File: src/rtl/mux_arbiter.sv
// rtl/mux_arbiter.sv - round-robin arbiter steering N valid/ready requesters onto one downstream port
// Define ARB_BURST_EN to let a grant carry up to BURST back-to-back transfers.
module mux_arbiter #(
   parameter int N     = 8,
   parameter int W     = 32,
   parameter int BURST = 4
) (
   input  logic                 clk,
   input  logic                 rst,
   input  logic [N-1:0]         req_valid,
   input  logic [N*W-1:0]       req_data,
   output logic [N-1:0]         req_ready,
   output logic                 out_valid,
   output logic [W-1:0]         out_data,
   input  logic                 out_ready,
   output logic [$clog2(N)-1:0] grant_sel,
   output logic                 grant_active
);
   localparam int SEL_W = $clog2(N);

   typedef enum logic {IDLE, BUSY} state_t;

   state_t           r_state, w_next_state;
   logic [SEL_W-1:0] r_grant_sel, w_next_sel;
   logic [SEL_W-1:0] r_ptr, w_next_ptr;
   logic [SEL_W-1:0] w_idx, w_winner;
   logic             w_found;
   logic             w_sel_valid;
`ifdef ARB_BURST_EN
   logic [3:0]       r_burst_cnt, w_next_cnt;
`endif

   if (N < 2 || N > 32 || (N & (N - 1)) != 0) begin : g_bad_n
      $error("mux_arbiter: N must be a power of two in 2..32");
   end
   if (BURST < 1 || BURST > 16) begin : g_bad_burst
      $error("mux_arbiter: BURST must be in 1..16");
   end

   // Search upward from ptr; N is a power of two so SEL_W-bit addition wraps for free.
   always_comb begin
      w_found  = 1'b0;
      w_winner = r_ptr;
      w_idx    = r_ptr;
      for (int k = 0; k < N; k++) begin
         w_idx = r_ptr + SEL_W'(k);
         if (!w_found && req_valid[w_idx]) begin
            w_found  = 1'b1;
            w_winner = w_idx;
         end
      end
   end

   always_comb begin
      out_data = req_data[0 +: W];
      for (int i = 0; i < N; i++) begin
         if (SEL_W'(i) == r_grant_sel) out_data = req_data[i*W +: W];
      end
   end

   assign w_sel_valid = req_valid[r_grant_sel];
   assign grant_sel   = r_grant_sel;

   always_comb begin
      w_next_state = r_state;
      w_next_sel   = r_grant_sel;
      w_next_ptr   = r_ptr;
`ifdef ARB_BURST_EN
      w_next_cnt   = r_burst_cnt;
`endif
      out_valid    = 1'b0;
      req_ready    = '0;
      grant_active = 1'b0;
      case (r_state)
         IDLE: begin
            if (w_found) begin
               w_next_sel   = w_winner;
               w_next_state = BUSY;
`ifdef ARB_BURST_EN
               w_next_cnt   = 4'd0;
`endif
            end
         end
         BUSY: begin
            grant_active           = 1'b1;
            out_valid              = w_sel_valid;
            req_ready[r_grant_sel] = out_ready;
            if (!w_sel_valid) begin
               // Withdrawal before any transfer keeps priority with this requester.
               w_next_state = IDLE;
`ifdef ARB_BURST_EN
               if (r_burst_cnt != 4'd0) w_next_ptr = r_grant_sel + SEL_W'(1);
`endif
            end else if (out_ready) begin
`ifdef ARB_BURST_EN
               if (r_burst_cnt < 4'(BURST - 1)) begin
                  w_next_cnt = r_burst_cnt + 4'd1;
               end else begin
                  w_next_ptr   = r_grant_sel + SEL_W'(1);
                  w_next_state = IDLE;
               end
`else
               w_next_ptr   = r_grant_sel + SEL_W'(1);
               w_next_state = IDLE;
`endif
            end
         end
         default: w_next_state = IDLE;
      endcase
   end

   always_ff @(posedge clk) begin
      if (rst) begin
         r_state     <= IDLE;
         r_grant_sel <= '0;
         r_ptr       <= '0;
`ifdef ARB_BURST_EN
         r_burst_cnt <= 4'd0;
`endif
      end else begin
         r_state     <= w_next_state;
         r_grant_sel <= w_next_sel;
         r_ptr       <= w_next_ptr;
`ifdef ARB_BURST_EN
         r_burst_cnt <= w_next_cnt;
`endif
      end
   end
endmodule
File: config.mk
export PLATFORM = sky130hd
export DESIGN_NAME = mux_arbiter
export DESIGN_NICKNAME = d
export VERILOG_FILES = /design/src/rtl/mux_arbiter.sv
export SDC_FILE = /design/constraint.sdc
export NUM_CORES = 1
export LEC_CHECK = 0
export BUFFER_PORTS_ARGS = -buffer_cell sky130_fd_sc_hd__clkbuf_2
export CAP_MARGIN = 0
export CORE_MARGIN = 10
export CORE_UTILIZATION = 35
export CTS_CLUSTER_SIZE = 40
export DETAILED_ROUTE_END_ITERATION = 8
export MAX_ROUTING_LAYER = met4
export PLACE_DENSITY = 0.74
export SYNTH_ARGS = -nofsm -noshare
export SYNTH_HDL_FRONTEND = slang
export SYNTH_SLANG_ARGS = --single-unit
File: constraint.sdc
create_clock -name clk -period 3.2 [get_ports clk]
set_input_delay 0.16 -clock clk [delete_from_list [all_inputs] [get_ports clk]]
set_output_delay 0.16 -clock clk [all_outputs]
set_load 0.02 [all_outputs]
==> run summary, run 1 <==
The run finished with clean final reports. The maximum clock frequency was 339.1 MHz; the final-stage net count was 1,096. For the placeable core region, the log shows 10,460 um2. The critical path goes through inv_1, ha_1, nand2b_2, buf_12, nor2_1, a211oi_1, a211oi_1, o311ai_0, o21ai_0, o21ai_0, clkbuf_2. The most critical setup path has its startpoint at grant_sel[0]$_SDFFE_PP0P_.

Setup repair after global routing left no endpoint under its margin. Combinational family with the most area after synthesis: compound AO/OA/AOI/OAI gates. Among all flip-flop cells after synthesis, the most frequent one is dfxtp_1. Clock skew on the completed layout was measured at 0.003197 ns. Of the synthesized area, sequential elements account for 3.695%.

Setup total negative slack on the finished layout was measured at 0 ns. Clock-pin slew was measured on the worst setup and hold paths at 0.04 ns. No sink is reached through more buffers than the 2 on the longest clock path. The number of unique standard cell types used by synthesis is 58.

The run gives 460 as the initial DRC count. Summed over all instances, the cell type with the most area after synthesis is a211oi_1. In this run the worst setup path terminates at out_data[27]. Post-CTS timing repair inserted 0 buffers for setup. The run gives 5 as the number of detailed-routing iterations run before antenna repair. For this design the static power due to leakage is 2.707 nW.

At the later pin of the worst-skew pair, clock insertion delay measures 0.23 ns. In the routed design, unresolved DRC markers number 0. For the Yosys warning count, the log shows 0.

In this run the horizontal extent of the chip is 124.1 um. The tools report the arrival time at the worst endpoint as 2.79 ns. The pin count of the biggest net entering global routing is 65, and the largest driver fanout on the critical path is 64. VDD sags by at most 0.3592 mV. Type of element capturing the critical path: a primary output. The critical path in this run is classified as reg2out.

The synthesized netlist devotes 20.49% of its cell area to simple gates. Synthesized-area fraction occupied by ao, oa, aoi and oai cells: 36.49%. The power per cell area was 348.1 nW/um2. Once placement completed, the tool counted placed cells totaling 952. The number of core rows was 37; the number of input and output port buffers inserted was 311. The worst path needs 2.949 ns of the cycle, external delays included. In this run the critical register-to-register path is captured at grant_sel[0]$_SDFFE_PP0P_. For this configuration, the core starts out at a cell density of 36.25%.

The congestion estimate from routability-driven global placement came to 0.9869. The average footprint of a synthesized cell is 6.933 um2, and the required time reported for the critical path endpoint is 3.04 ns. The die footprint was 15,400 um2; the number of pins with negative max-slew slack in the final report was 0. In this run the vertical extent of the chip is 124.1 um.

The fraction of the cycle the final worst path needs was 92.14%. Clock tree synthesis selected as its root buffer the cell clkbuf_8. Cells with a size suffix above 1 make up 45.12% of the layout. The synthesized netlist devotes 2.639% of its cell area to adder and majority cells. The logs give 0 for the final number of hold-violating endpoints and 7 for the CTS sink count. By area the synthesized netlist is led by a211oi_1, mux2i_1, o21ai_0. TritonCTS built the clock tree.

The area share of the leading cell type in the synthesized netlist was 13.06%; the fraction of registers with async set/reset was 0%. The worst pin sits at a relative slew slack of 58.69%. TritonCTS created 3 clock buffers. The transition time at the pin with the least slew margin is 0.6196 ns, and the half-perimeter wire length after detailed placement is 17,310 um. The tools report the first-pass GRT wire length as 28,760 um. The total overflow reported by the global router is 0, and the xor and xnor area share after synthesis is 1.122%. Setup violations remaining at the end of the flow were counted as 0. Relative to the synthesized area, the layout overhead comes to 44.57%. The synthesized design contains 0 enable-type register cells.

STA classifies the critical path startpoint as a register. The number of cells traversed by the worst register-to-register path was 9. The worst register-to-register path begins at r_ptr[1]$_SDFFE_PP0P_.

Routed via count divided by cell count: 5.596. Library cell contributing the largest single delay on the critical path: dfxtp_2. The number of nets in the synthesized netlist was 822; the H-tree level count was 1. In this run, synthesis produced a sequential element count of 7. The portion of synthesized area spent on multiplexers is 26.72%.

Across the run, the number of max-cap violations was 0. In this run the cell area of the synthesized design comes to 3792 um2. In this run the register-to-register setup slack is 0.34 ns. The initial antenna violation count is 3. For this block, the via count after detailed routing is 5,372. In this run the remaining antenna-violating nets after routing total 0.

The overall routing resource usage is 24.22%, and the worst hold slack is 0.1972 ns. The average wire per standard cell works out to 21.27 um. The tools report the number of standard cells in the layout, taps in and fillers out as 960. In this run the count of I/O pins placed on the die edge is 312. For the via count of the first global-routing pass, the log shows 5,093.

The cell count after synthesis came out at 547. The biggest cell delay along the critical path is 0.46 ns, and the total detailed-routing wirelength is 20,420 um. Buffers inserted to repair hold after CTS numbered 0.

The path category of the worst min-delay check was in2reg.
==> what timing repair did <==
item,in CTS,in global routing
endpoints found under the setup margin,0,29
resized for setup,0,10
hold endpoints to repair,0,0
==> cells in the final DEF (no fill, tap or decap), drive strengths merged, types with 2 or more instances in the layout <==
| master | n |
|---|---|
| dfxtp | 7 |
| xor2 | 3 |
| mux2 | 5 |
| a21oi | 8 |
| o311ai | 33 |
| mux2i | 46 |
| ha | 8 |
| nand3b | 3 |
| mux4 | 20 |
| diode | 4 |
| buf | 19 |
| o21ai | 70 |
| a221oi | 2 |
| o211ai | 2 |
| nor3 | 3 |
| nand2b | 5 |
| and2 | 5 |
| nand3 | 4 |
| inv | 9 |
| nor2 | 77 |
| clkbuf | 315 |
| nand2 | 88 |
| a211oi | 66 |
==> worst max-delay path: cells and delay by family (launching register included) <==
kind	cells	cell delay [ns]
compound gates	5	1.02
buf+inv	3	0.63
flops	1	0.46
fa+ha+maj	1	0.25
simple gates	2	0.18
==> final cells by class <==
class | count | area (um2)
fill | 1093 | 4980
multi-input combinational | 470 | 3344
timing repair buffer | 330 | 1737
tap | 136 | 170.2
sequential | 7 | 142.6
clock buffer | 4 | 45.04
inverter | 9 | 33.78
antenna | 4 | 10.01
==> worst min path at each step <==
| stage | from | endpoint | cells past startpoint |
|---|---|---|---|
| floorplan | out_ready | r_state$_SDFF_PP0_ | 1 |
| global placement | out_ready | r_state$_SDFF_PP0_ | 2 |
| detailed placement | out_ready | r_state$_SDFF_PP0_ | 2 |
| CTS | out_ready | r_state$_SDFF_PP0_ | 2 |
| global route | out_ready | r_state$_SDFF_PP0_ | 2 |
| finish | out_ready | r_state$_SDFF_PP0_ | 2 |
==> cells in the mapped netlist (all sizes together), types with 8 or more instances <==
cell type  count
inv            9
nand2         88
a21oi          8
mux2i         46
buf           19
nor2          77
clkbuf        42
o21ai         70
mux4          20
ha             8
o311ai        33
a211oi        66
==> metal layers <==
layer,up-vias,GRT usage (%),wire [um]
met5,-,-,0
met4,0,7.266,613
met3,34,3.710,1731
met2,252,42.56,10540
met1,2448,27.73,7532
li1,2638,-,-
==> cell families (layout without fill, tap and decap cells) <==
logic type / count (synthesis) / count (layout)
compound gates: 197 / 197
simple gates: 190 / 190
mux: 71 / 71
buf+inv: 70 / 343
fa+ha+maj: 8 / 8
flops: 7 / 7
xor+xnor: 4 / 4
other cells: 0 / 4
==> per-stage QoR <==
| step | setup WS [ns] | total power [mW] | area [um2] | utilization [%] |
|---|---|---|---|---|
| floorplan | 0.2296 | 1.179 | 3792 | - |
| global placement | 0.3602 | 1.754 | 5409 | 51.70 |
| detailed placement | 0.2977 | 1.766 | 5409 | 51.70 |
| finish | 0.2514 | 1.909 | 5483 | 52.40 |
| global route | 0.003509 | 2.076 | 5480 | 52.38 |
| CTS | 0.03823 | 1.902 | 5454 | 52.13 |
==> where the power goes <==
group | internal [mW] | switching [mW] | total, mW | leakage [nW]
Sequential | 0.0992 | 0.0241 | 0.123 | 0.0581
Combinational | 0.691 | 0.962 | 1.65 | 2.63
Clock | 0.0868 | 0.0451 | 0.132 | 0.0228
==> flip-flops by register name, summed over array words and instances (netlist names) <==
register / cells
r_ptr: 3
r_state: 1
grant_sel: 3
(Power assumes the default switching activity.)
==> inputs of run 2 (changes only) <==
--- a/config.mk
+++ b/config.mk
@@ -8,11 +8,11 @@
 export BUFFER_PORTS_ARGS = -buffer_cell sky130_fd_sc_hd__clkbuf_2
 export CAP_MARGIN = 0
 export CORE_MARGIN = 10
-export CORE_UTILIZATION = 35
+export CORE_UTILIZATION = 37
 export CTS_CLUSTER_SIZE = 40
 export DETAILED_ROUTE_END_ITERATION = 8
 export MAX_ROUTING_LAYER = met4
-export PLACE_DENSITY = 0.74
+export PLACE_DENSITY = 0.78
 export SYNTH_ARGS = -nofsm -noshare
 export SYNTH_HDL_FRONTEND = slang
 export SYNTH_SLANG_ARGS = --single-unit
==> run summary, run 2 (synthesis gave the netlist of run 1 again) <==
The initial antenna violation count was 4. The analysis attributes to cell leakage a power of 2.698 nW. At the end of routability-driven placement, the weighted congestion stood at 1.028. Initial DRC count: 557. The total overflow left after global routing is 0.

The run gives 29,300 um as the first-pass GRT wire length. VDD sags by at most 0.2207 mV. From synthesis to final layout, the design area changed by 44.14%. Of all nets on the critical path, the largest fanout is 18. The worst setup path is launched from a register. For the required time reported for the critical path endpoint, the log shows 3.04 ns. The accumulated negative setup slack came out at 0 ns.

The net count of the finished layout is 1,096. The signal on the critical path passes through inv_1, ha_2, buf_4, a211oi_1, a211oi_1, o311ai_0, o21ai_0, o21ai_0, clkbuf_2. Global routing used 25.49% of the available tracks across all layers. For the arrival time at the worst endpoint, the log shows 2.83 ns. The number of pins with negative max-slew slack in the final report was 0; the hold-critical path depth was 2. For the pin with the worst max-slew slack, the measured transition is 0.9375 ns. The root buffer cell chosen for the clock tree is clkbuf_8.

The effective utilization at floorplan was 38.44%. In the layout the commonest cells are clkbuf_2, nand2_1, nor2_1. Setup violations remaining at the end of the flow were counted as 0. The most common cell after layout, fill and taps aside was clkbuf_2. The number of gates resized after CTS was 0. Clock-pin slew was measured on the worst setup and hold paths at 0.04 ns.

The run finished with clean final reports. The CTS sink count was 7; the number of cells traversed by the worst register-to-register path was 9. The final number of hold-violating endpoints is 0, and the die footprint is 14,700 um2. The number of hold buffers added after CTS was 0. The pin count of the biggest net entering global routing was 65.

After layout, the worst path uses 93.49% of the clock period. Measured along the y axis, the die boundary spans 121.2 um. On the worst path, the slowest cell contributes a delay of 0.59 ns. The critical path in this run is classified as reg2out. The most used routing layer is met2. For the met1 usage in global routing, the log shows 31.27%. Clock latency on the worst-skew pair: 0.23 ns. In this run the standard cell core region covers 9864 um2.

The logs give 5,052 for the via count of the first global-routing pass and 0.0008080 ns for the worst clock skew on the final layout. TritonCTS built the clock tree. The setup check on the worst reg-to-reg path leaves a slack of 0.40 ns. Global routing used 7.492% of the available met3 tracks.

The worst setup path is captured at a primary output. For the half-perimeter wire length after detailed placement, the log shows 16,930 um. The max-slew headroom at the worst pin is 37.50%, and the average wire per standard cell is 20.98 um. The H-tree level count was 1; the number of buffers between clock root and the deepest sink was 2. Library cell contributing the largest single delay on the critical path: dfxtp_1.

The total detailed-routing wirelength was 20,080 um; the routed via count divided by cell count was 5.666. TritonCTS created 3 clock buffers. Summing over every cut layer, the via total after detailed routing is 5,422.

Minimum period implied by the final worst setup slack: 2.992 ns. Path category of the worst min-delay check: in2reg. For the number of DRC violations after detailed routing, the log shows 0. Setup repair after global routing left no endpoint under its margin. The design draws 1.891 mW. The number of input and output port buffers inserted is 311, and the number of detailed-routing iterations run before antenna repair is 5.

312 I/O pins were placed. In this run the horizontal extent of the chip is 121.2 um. The routing usage on met2 was 40.78%. The power per cell area is 345.8 nW/um2. The count of antenna-violating nets left after detailed routing was 0; the maximum clock frequency was 334.3 MHz.

For the total setup buffers inserted after CTS, the log shows 0. The run gives 36 as the number of core rows. The share of post-route cells with drive strength above 1 was 45.00%; the count of max-cap constraint violations was 0.
run 2: cell types whose count changed in the layout (fill, tap and decap cells not counted):
| cell | change |
|---|---|
| and2_4 | -1 |
| dfxtp_2 | -1 |
| o311ai_1 | -3 |
| o21ai_1 | -1 |
| o21ai_0 | +1 |
| dfxtp_1 | +1 |
| and2_2 | +1 |
| ha_2 | +1 |
| o311ai_0 | +3 |
| ha_4 | -1 |
run 2: where the power goes:
group	leakage, nW	switching (mW)	internal [mW]
logic	2.62	0.956	0.686
clock network	0.0228	0.0398	0.0863
registers	0.0577	0.0242	0.0988
run 2: per-stage QoR:
| stage | std cells | util (%) | setup WS (ns) | hold slack [ns] | area [um2] |
|---|---|---|---|---|---|
| floorplan | 547 | - | 0.2296 | 0.2638 | 3792 |
| global placement | 949 | 54.79 | 0.4370 | 0.4162 | 5405 |
| detailed placement | 949 | 54.79 | 0.4094 | 0.4359 | 5405 |
| CTS | 953 | 55.25 | 0.1800 | 0.1955 | 5450 |
| global route | 957 | 55.42 | 0.05268 | 0.2181 | 5466 |
| finish | 957 | 55.42 | 0.2082 | 0.2061 | 5466 |
run 2: critical path: cells and delay by family, from the launching register on:
| family | cells | cell delay [ns] |
|---|---|---|
| AO/OA/AOI/OAI | 5 | 1.05 |
| adder cells (fa/ha/maj) | 1 | 0.35 |
| buffers and inverters | 3 | 0.60 |
| flip-flops | 1 | 0.59 |
run 2: worst paths after layout:
check                                               start                   endpoint
worst max-delay path            grant_sel[2]$_SDFFE_PP0P_                out_data[2]
worst min-delay path                            out_ready         r_state$_SDFF_PP0_
worst max register to register      r_ptr[1]$_SDFFE_PP0P_  grant_sel[0]$_SDFFE_PP0P_
worst min register to register         r_state$_SDFF_PP0_  grant_sel[2]$_SDFFE_PP0P_
run 2: layout make-up:
class / instances / area, um2
fill: 1005 / 4398
sequential: 7 / 141.4
antenna: 4 / 10.01
multi-input combinational: 470 / 3333
tap: 133 / 166.4
inverter: 9 / 33.78
clock buffer: 4 / 45.04
timing repair buffer: 330 / 1737
run 2: layer usage:
| metal | up-vias | routed length (um) |
|---|---|---|
| met5 | - | 0 |
| li1 | 2627 | - |
| met4 | 0 | 348 |
| met3 | 22 | 2116 |
| met1 | 2485 | 7961 |
| met2 | 288 | 9653 |
